==> src/rtl/cmd_regbank.sv <==
// Command-frame register bank.
// Consumes decoded command frames (write / read), keeps a bank of NREGS
// registers of DW bits each, and produces one response frame per command.
module cmd_regbank #(
  parameter int              DW        = 24,
  parameter int              NREGS     = 16,
  parameter logic [DW-1:0]   RESET_VAL = '0
) (
  input  logic                clk,
  input  logic                rst,
  input  logic [7:0]          i_data,
  input  logic                i_valid,
  output logic                o_ready,
  input  logic                i_last,
  output logic [7:0]          o_data,
  output logic                o_valid,
  input  logic                i_ready,
  output logic                o_last,
  output logic [NREGS*DW-1:0] regs,
  output logic                wr_strobe,
  output logic [7:0]          wr_addr
);

  localparam int         NB      = DW / 8;
  localparam logic [2:0] NB_LAST = 3'(NB - 1);
  localparam logic [2:0] LEN_RD  = 3'(NB + 2);
  localparam logic [2:0] LEN_2   = 3'd2;
  localparam logic [7:0] OP_WR   = 8'h01;
  localparam logic [7:0] OP_RD   = 8'h02;

  typedef enum logic [2:0] {
    S_CMD  = 3'd0,
    S_ADDR = 3'd1,
    S_DATA = 3'd2,
    S_DROP = 3'd3,
    S_RESP = 3'd4
  } state_t;

  // Error code with fixed priority: bad opcode, then length, then address.
  function automatic logic [7:0] err_code(input logic e_op, input logic e_len, input logic e_addr);
    logic [7:0] c;
    if (e_op) begin
      c = 8'h01;
    end else if (e_len) begin
      c = 8'h03;
    end else if (e_addr) begin
      c = 8'h02;
    end else begin
      c = 8'h00;
    end
    return c;
  endfunction

  state_t          state, state_nx;
  logic [7:0]      op, op_nx;
  logic [7:0]      addr, addr_nx;
  logic [DW-1:0]   shadow, shadow_nx;
  logic [2:0]      cnt, cnt_nx;
  logic            err_op, err_op_nx;
  logic            err_len, err_len_nx;
  logic            err_addr, err_addr_nx;
  logic            commit;
  logic            xfer;
  logic            enter_resp;
  logic            any_err_nx;
  logic [DW-1:0]   wdata;
  logic [DW-1:0]   rd_sel;
  logic [DW-1:0]   reg_q [NREGS];

  // Response frame context captured on RESP entry.
  logic [7:0]      r_hdr;
  logic [7:0]      r_b1;
  logic [2:0]      r_len;
  logic [2:0]      r_idx;
  logic [DW-1:0]   rd_sh;

  assign xfer       = i_valid & o_ready;
  assign wdata      = (shadow << 8) | DW'(i_data);
  assign enter_resp = (state_nx == S_RESP) && (state != S_RESP);
  assign any_err_nx = err_op_nx | err_len_nx | err_addr_nx;

  genvar g;
  for (g = 0; g < NREGS; g++) begin : g_flat
    assign regs[g*DW +: DW] = reg_q[g];
  end

  // Frame parser: next state, latched fields, error flags and write commit.
  always_comb begin
    state_nx    = state;
    op_nx       = op;
    addr_nx     = addr;
    shadow_nx   = shadow;
    cnt_nx      = cnt;
    err_op_nx   = err_op;
    err_len_nx  = err_len;
    err_addr_nx = err_addr;
    commit      = 1'b0;
    case (state)
      S_CMD: begin
        if (xfer) begin
          op_nx       = i_data;
          addr_nx     = 8'h00;
          shadow_nx   = '0;
          cnt_nx      = 3'd0;
          err_op_nx   = 1'b0;
          err_len_nx  = 1'b0;
          err_addr_nx = 1'b0;
          if ((i_data != OP_WR) && (i_data != OP_RD)) begin
            err_op_nx = 1'b1;
            state_nx  = i_last ? S_RESP : S_DROP;
          end else if (i_last) begin
            err_len_nx = 1'b1;
            state_nx   = S_RESP;
          end else begin
            state_nx = S_ADDR;
          end
        end else begin
          state_nx = S_CMD;
        end
      end
      S_ADDR: begin
        if (xfer) begin
          addr_nx     = i_data;
          err_addr_nx = ({1'b0, i_data} >= 9'(NREGS));
          if (op == OP_RD) begin
            if (i_last) begin
              state_nx = S_RESP;
            end else begin
              err_len_nx = 1'b1;
              state_nx   = S_DROP;
            end
          end else begin
            if (i_last) begin
              err_len_nx = 1'b1;
              state_nx   = S_RESP;
            end else begin
              state_nx = S_DATA;
            end
          end
        end else begin
          state_nx = S_ADDR;
        end
      end
      S_DATA: begin
        if (xfer) begin
          shadow_nx = wdata;
          cnt_nx    = cnt + 3'd1;
          if (cnt == NB_LAST) begin
            if (i_last) begin
              state_nx = S_RESP;
              commit   = ~(err_op | err_len | err_addr);
            end else begin
              err_len_nx = 1'b1;
              state_nx   = S_DROP;
            end
          end else if (i_last) begin
            err_len_nx = 1'b1;
            state_nx   = S_RESP;
          end else begin
            state_nx = S_DATA;
          end
        end else begin
          state_nx = S_DATA;
        end
      end
      S_DROP: begin
        if (xfer) begin
          cnt_nx   = (cnt == 3'd7) ? cnt : cnt + 3'd1;
          state_nx = i_last ? S_RESP : S_DROP;
        end else begin
          state_nx = S_DROP;
        end
      end
      S_RESP: begin
        if (o_valid && i_ready && o_last) begin
          state_nx = S_CMD;
        end else begin
          state_nx = S_RESP;
        end
      end
      default: begin
        state_nx = S_CMD;
      end
    endcase
  end

  // Read snapshot source; forwards a write committing on the same edge.
  always_comb begin
    rd_sel = '0;
    for (int k = 0; k < NREGS; k++) begin
      rd_sel = (addr_nx == 8'(k)) ? reg_q[k] : rd_sel;
    end
    if (commit && (addr == addr_nx)) begin
      rd_sel = wdata;
    end else begin
      rd_sel = rd_sel;
    end
  end

  // Parser state and frame fields.
  always_ff @(posedge clk or posedge rst) begin
    if (rst) begin
      state    <= S_CMD;
      op       <= 8'h00;
      addr     <= 8'h00;
      shadow   <= '0;
      cnt      <= 3'd0;
      err_op   <= 1'b0;
      err_len  <= 1'b0;
      err_addr <= 1'b0;
      o_ready  <= 1'b0;
    end else begin
      state    <= state_nx;
      op       <= op_nx;
      addr     <= addr_nx;
      shadow   <= shadow_nx;
      cnt      <= cnt_nx;
      err_op   <= err_op_nx;
      err_len  <= err_len_nx;
      err_addr <= err_addr_nx;
      o_ready  <= (state_nx != S_RESP);
    end
  end

  // Register bank update and write notification.
  always_ff @(posedge clk or posedge rst) begin
    if (rst) begin
      for (int k = 0; k < NREGS; k++) begin
        reg_q[k] <= RESET_VAL;
      end
      wr_strobe <= 1'b0;
      wr_addr   <= 8'h00;
    end else begin
      for (int k = 0; k < NREGS; k++) begin
        if (commit && (addr == 8'(k))) begin
          reg_q[k] <= wdata;
        end else begin
          reg_q[k] <= reg_q[k];
        end
      end
      wr_strobe <= commit;
      wr_addr   <= commit ? addr : wr_addr;
    end
  end

  // Response emitter: captures the frame on RESP entry, then streams it.
  always_ff @(posedge clk or posedge rst) begin
    if (rst) begin
      o_valid <= 1'b0;
      o_last  <= 1'b0;
      o_data  <= 8'h00;
      r_hdr   <= 8'h00;
      r_b1    <= 8'h00;
      r_len   <= 3'd0;
      r_idx   <= 3'd0;
      rd_sh   <= '0;
    end else if (enter_resp) begin
      r_hdr   <= any_err_nx ? 8'hEE : ((op_nx == OP_RD) ? 8'h82 : 8'h81);
      r_b1    <= any_err_nx ? err_code(err_op_nx, err_len_nx, err_addr_nx) : addr_nx;
      r_len   <= (!any_err_nx && (op_nx == OP_RD)) ? LEN_RD : LEN_2;
      r_idx   <= 3'd0;
      rd_sh   <= rd_sel;
      o_valid <= 1'b0;
      o_last  <= 1'b0;
    end else if (state == S_RESP) begin
      if (!o_valid) begin
        o_valid <= 1'b1;
        o_data  <= r_hdr;
        o_last  <= 1'b0;
        r_idx   <= 3'd0;
      end else if (i_ready) begin
        if (o_last) begin
          o_valid <= 1'b0;
          o_last  <= 1'b0;
        end else begin
          r_idx <= r_idx + 3'd1;
          if (r_idx == 3'd0) begin
            o_data <= r_b1;
            o_last <= (r_len == LEN_2);
          end else begin
            o_data <= rd_sh[DW-1 -: 8];
            rd_sh  <= rd_sh << 8;
            o_last <= ((r_idx + 3'd1) == (r_len - 3'd1));
          end
        end
      end else begin
        o_data <= o_data;
      end
    end else begin
      o_valid <= 1'b0;
      o_last  <= 1'b0;
    end
  end

endmodule

==> config.mk <==
export PLATFORM = sky130hd
export DESIGN_NAME = cmd_regbank
export DESIGN_NICKNAME = d
export VERILOG_FILES = /design/src/rtl/cmd_regbank.sv
export SDC_FILE = /design/constraint.sdc
export NUM_CORES = 1
export LEC_CHECK = 0
export BUFFER_PORTS_ARGS = -buffer_cell sky130_fd_sc_hd__buf_2
export CAP_MARGIN = 25
export CORE_UTILIZATION = 35
export CTS_BUF_LIST = sky130_fd_sc_hd__clkbuf_16
export CTS_CLUSTER_SIZE = 30
export DETAILED_ROUTE_END_ITERATION = 10
export HOLD_SLACK_MARGIN = 0.15
export PLACE_DENSITY_LB_ADDON = 0.3
export SLEW_MARGIN = 20
export SYNTH_ARGS = -nofsm -noshare
export SYNTH_HDL_FRONTEND = slang
export SYNTH_SLANG_ARGS = --single-unit
==> constraint.sdc <==
create_clock -name clk -period 15.1 [get_ports clk]
set_clock_uncertainty 0.1 [all_clocks]
set_input_delay 0.755 -clock clk [delete_from_list [all_inputs] [get_ports clk]]
set_output_delay 0.755 -clock clk [all_outputs]
set_load 0.005 [all_outputs]
==> reports/qor.yml <==
outcome:
  status: "finished clean"
grt:
  antenna_found_initial: 0
  grt_use_total_pct: 28.4
  grt_pass1_vias: 18100
  grt_first_pass_wirelength_um: 132000
  overflow: 0
  grt_max_degree: 113
pwr:
  clkPwrFrac_pct: 34.3
  leakage_nw: 14.0
  swShare_pct: 36.3
  power.share.combinational_pct: 21.8
  power_frac_seq_pct: 43.9
  p_int_mw: 2.35
  ir_worst_vdd_v: 0.0000709
  p_switching_mw: 1.34
  pwr_density_cell_nw_per_um2: 136
setup_path:
  startpoint_type: "flop"
  slowest_stage: "mux2i_4"
  rr_startpoint: "state[1]"
  cp-endpoint: "rd_sh[12]"
  critPathLaunch: "state[1]"
  reg2reg_to: "rd_sh[12]"
  crit_fanout: 33
  endpoint_kind: "flop"
  max_stage_delay_ns: 0.66
  reg2reg_depth: 9
  arrival_ns: 4.95
  crit_top_cell: "buf_4"
  reg2reg_slack_ns: 10.62
  crit_path_cell_trace: "and4bb_1, buf_4, mux2i_4, buf_4, inv_2, mux4_2, a21oi_1, nor4_1, o221a_1"
  worstPathRequired_ns: 15.57
  crit_type: "flop to flop"
sta:
  finalHoldViolations: 0
  tns_ns: 0
  max-slew-margin-rel_pct: 24.1
  min_period_ns: 4.48
  rsz0062_at_grt: "false"
  fmax_mhz: 223
  finalSetupViolations: 0
  setup_slack_ns: 10.62
  finalCritPeriodShare_pct: 29.7
  worstMarginPinSlew_ns: 1.14
  finalMaxSlewViolations: 0
place:
  port_buffers: 416
  dp_hpwl_um: 65600
  gp_congestion: 0.899
  dp_slack_ns: 10.35
synthesis:
  ys.flop_type: "dfrtp_1"
  ys_warn_count: 0
  synth_cell_types: 83
  ys_ff_latch: 486
  async_flop_share_pct: 100
  synth_cells: 1833
  synth_nets: 1853
  seq_area_frac_synth_pct: 54.4
  synth_edf_count: 0
  synth.avg_cell_area_um2: 12.2
  synth_area_um2: 22400
worst_hold_path:
  hold_class: "input pin to asynchronous set/reset pin"
routing:
  dr.max_layer_used: "met4"
  drt-initial-drc-count: 1931
  detail_route.wl_per_cell_um: 30.2
  via_per_inst: 5.91
  vias: 18300
  route.met2.wl_um: 43100
  met1_length_um: 37900
  ant_nets: 0
  routed-wl-met3_um: 8960
  remaining_drc_errors: 0
  drt_pre_antenna_iters: 8
  drt-total-wl_um: 93600
die:
  dieArea_um2: 64900
  chipHeight_um: 255
  core_area_um2: 63100
  ios: 417
  num_rows: 92
  start_util_pct: 35.5
  die_x_um: 255
clock_network:
  cts.hold.buffers_added: 0
  clockBufferDepth: 3
  clk_pin_slew_worst_paths_ns: 0.06
  cts_max_level: 2
  cts_made_buffers: 52
  post_cts_buffers: 0
  cts.sinks: 486
  root_buffer: "clkbuf_16"
  cts_tree: "done"
  clk_latency_ns: 0.64
  cts.repair.resized: 0
final_layout:
  n_fill_cell: 6059
  drive_gt1_share_pct: 44.4
  layout.nets: 2235
  synthToLayoutAreaGrowth_pct: 21.3
  n_antenna_cell: 0
run:
  cap_violations: 0
-- state kept, by name, indices dropped and copies added, names as in the netlist --
| signal | count |
|---|---|
| regs | 384 |
| rd_sh | 24 |
| shadow | 16 |
| addr | 8 |
| o_data | 8 |
| op | 8 |
| r_b1 | 8 |
| wr_addr | 8 |
| r_hdr | 4 |
| cnt | 3 |
| r_idx | 3 |
| state | 3 |
| r_len | 2 |
| err_addr | 1 |
| err_len | 1 |
| err_op | 1 |
| o_last | 1 |
| o_ready | 1 |
| o_valid | 1 |
| wr_strobe | 1 |
-- how the worst min path moves through the flow --
| stage | cells past startpoint | startpoint | end | slack, ns |
|---|---|---|---|---|
| 6_report | 2 | rst | regs[76] | 0.14 |
| 5_1_grt | 2 | rst | regs[76] | 0.20 |
| 4_1_cts | 2 | rst | regs[78] | 0.21 |
| 3_5_place_dp | 1 | r_hdr[7] | r_hdr[7] | 0.36 |
| 3_3_place_gp | 1 | r_hdr[7] | r_hdr[7] | 0.35 |
| 2_1_floorplan | 1 | r_hdr[7] | r_hdr[7] | 0.34 |
-- layout make-up --
| cell class | instances | area [µm²] | share of cell area (%) |
|---|---|---|---|
| repair buffers | 472 | 2570 | 9.46 |
| clock inverters | 44 | 359 | 1.32 |
| clock buffers | 52 | 1300 | 4.80 |
| inverters | 23 | 93.8 | 0.346 |
| well taps | 846 | 1060 | 3.90 |
| multi-input cells | 1180 | 9590 | 35.3 |
| flip-flops and latches | 486 | 12200 | 44.8 |
-- power groups by stage --
stage	logic, mW	registers [mW]	clock network, mW
CTS	0.784	1.61	1.28
global route	0.852	1.63	1.33
floorplan	0.563	1.47	0
detailed placement	0.779	1.63	0
global placement	0.769	1.63	0
finish	0.806	1.62	1.27
-- per-layer routing --
metal | track usage (%) | vias to the layer above
li1 | - | 7538
met1 | 38.1 | 9614
met2 | 43.8 | 1005
met3 | 7.16 | 183
met4 | 11.2 | 0
met5 | 0 | -
-- cell usage after synthesis (all sizes together) (4+ instances only) --
cell type	count	area (µm²)
a211oi	8	72.6
a21o	7	52.6
a21oi	57	285
a221oi	26	228
a222oi	18	180
a22o	30	263
a22oi	21	158
a311oi	6	52.6
a31oi	24	156
a41oi	4	35.0
and2	4	25.0
and3	4	25.0
and4	7	61.3
buf	50	258
clkbuf	94	353
dfrtp	486	12200
ha	7	87.6
inv	22	82.6
mux2	420	4730
mux2i	23	234
mux4	9	203
nand2	174	653
nand2b	9	56.3
nand3	21	105
nand4	5	31.3
nor2	75	282
nor2b	7	43.8
nor3	15	75.1
nor4	9	75.1
o211ai	17	128
o21a	4	30.0
o21ai	62	310
o221ai	12	105
o22ai	29	188
o31ai	4	30.0
or2	6	37.5
or4	6	52.6
-- worst max-delay path: cells and delay by family, from the launching register on --
| family | cells | cell delay (ns) |
|---|---|---|
| flip-flops | 1 | 0.47 |
| multiplexers | 2 | 1.20 |
| AND/OR/NAND/NOR | 2 | 0.89 |
| AO/OA/AOI/OAI | 2 | 0.35 |
| buffers and inverters | 3 | 1.34 |
-- stage by stage --
step / power [mW] / instances / hold slack, ns / instance area (µm²) / utilization [%]
global route: 3.81 / 3103 / 0.203 / 27100 / 43.0
finish: 3.69 / 3103 / 0.145 / 27100 / 43.0
CTS: 3.68 / 3099 / 0.210 / 27000 / 42.9
global placement: 2.40 / 3003 / 0.351 / 25400 / 40.2
detailed placement: 2.41 / 3003 / 0.359 / 25400 / 40.2
floorplan: 2.04 / 1833 / 0.335 / 22400 / -
-- layout by cell type (no fill, tap or decap), types with 10 or more instances in the layout --
cell type and count:
nor3_1 13, a21oi_1 57, o21ai_0 51, mux2i_1 20
a221oi_1 26, a22o_1 30, clkinv_1 14, buf_2 416
nor2_1 67, nand2_1 174, o22ai_1 28, buf_4 50
inv_1 28, dfrtp_1 486, a31oi_1 23, o21ai_1 10
nand3_1 20, clkbuf_16 52, mux2_2 410, a222oi_1 18
a22oi_1 21, o211ai_1 17, o221ai_1 12
-- logic make-up (layout without fill, tap and decap cells) --
logic type               Yosys count  count (layout)  synth area share (%)
AO/OA/AOI/OAI                    361             361                  11.5
XOR/XNOR                           5               5                 0.196
adder cells (fa/ha/maj)            7               7                 0.392
buffers and inverters            167             591                  3.12
flip-flops                       486             486                  54.4
multiplexers                     452             452                  23.1
AND/OR/NAND/NOR                  355             355                  7.29
(Power assumes the default switching activity.)
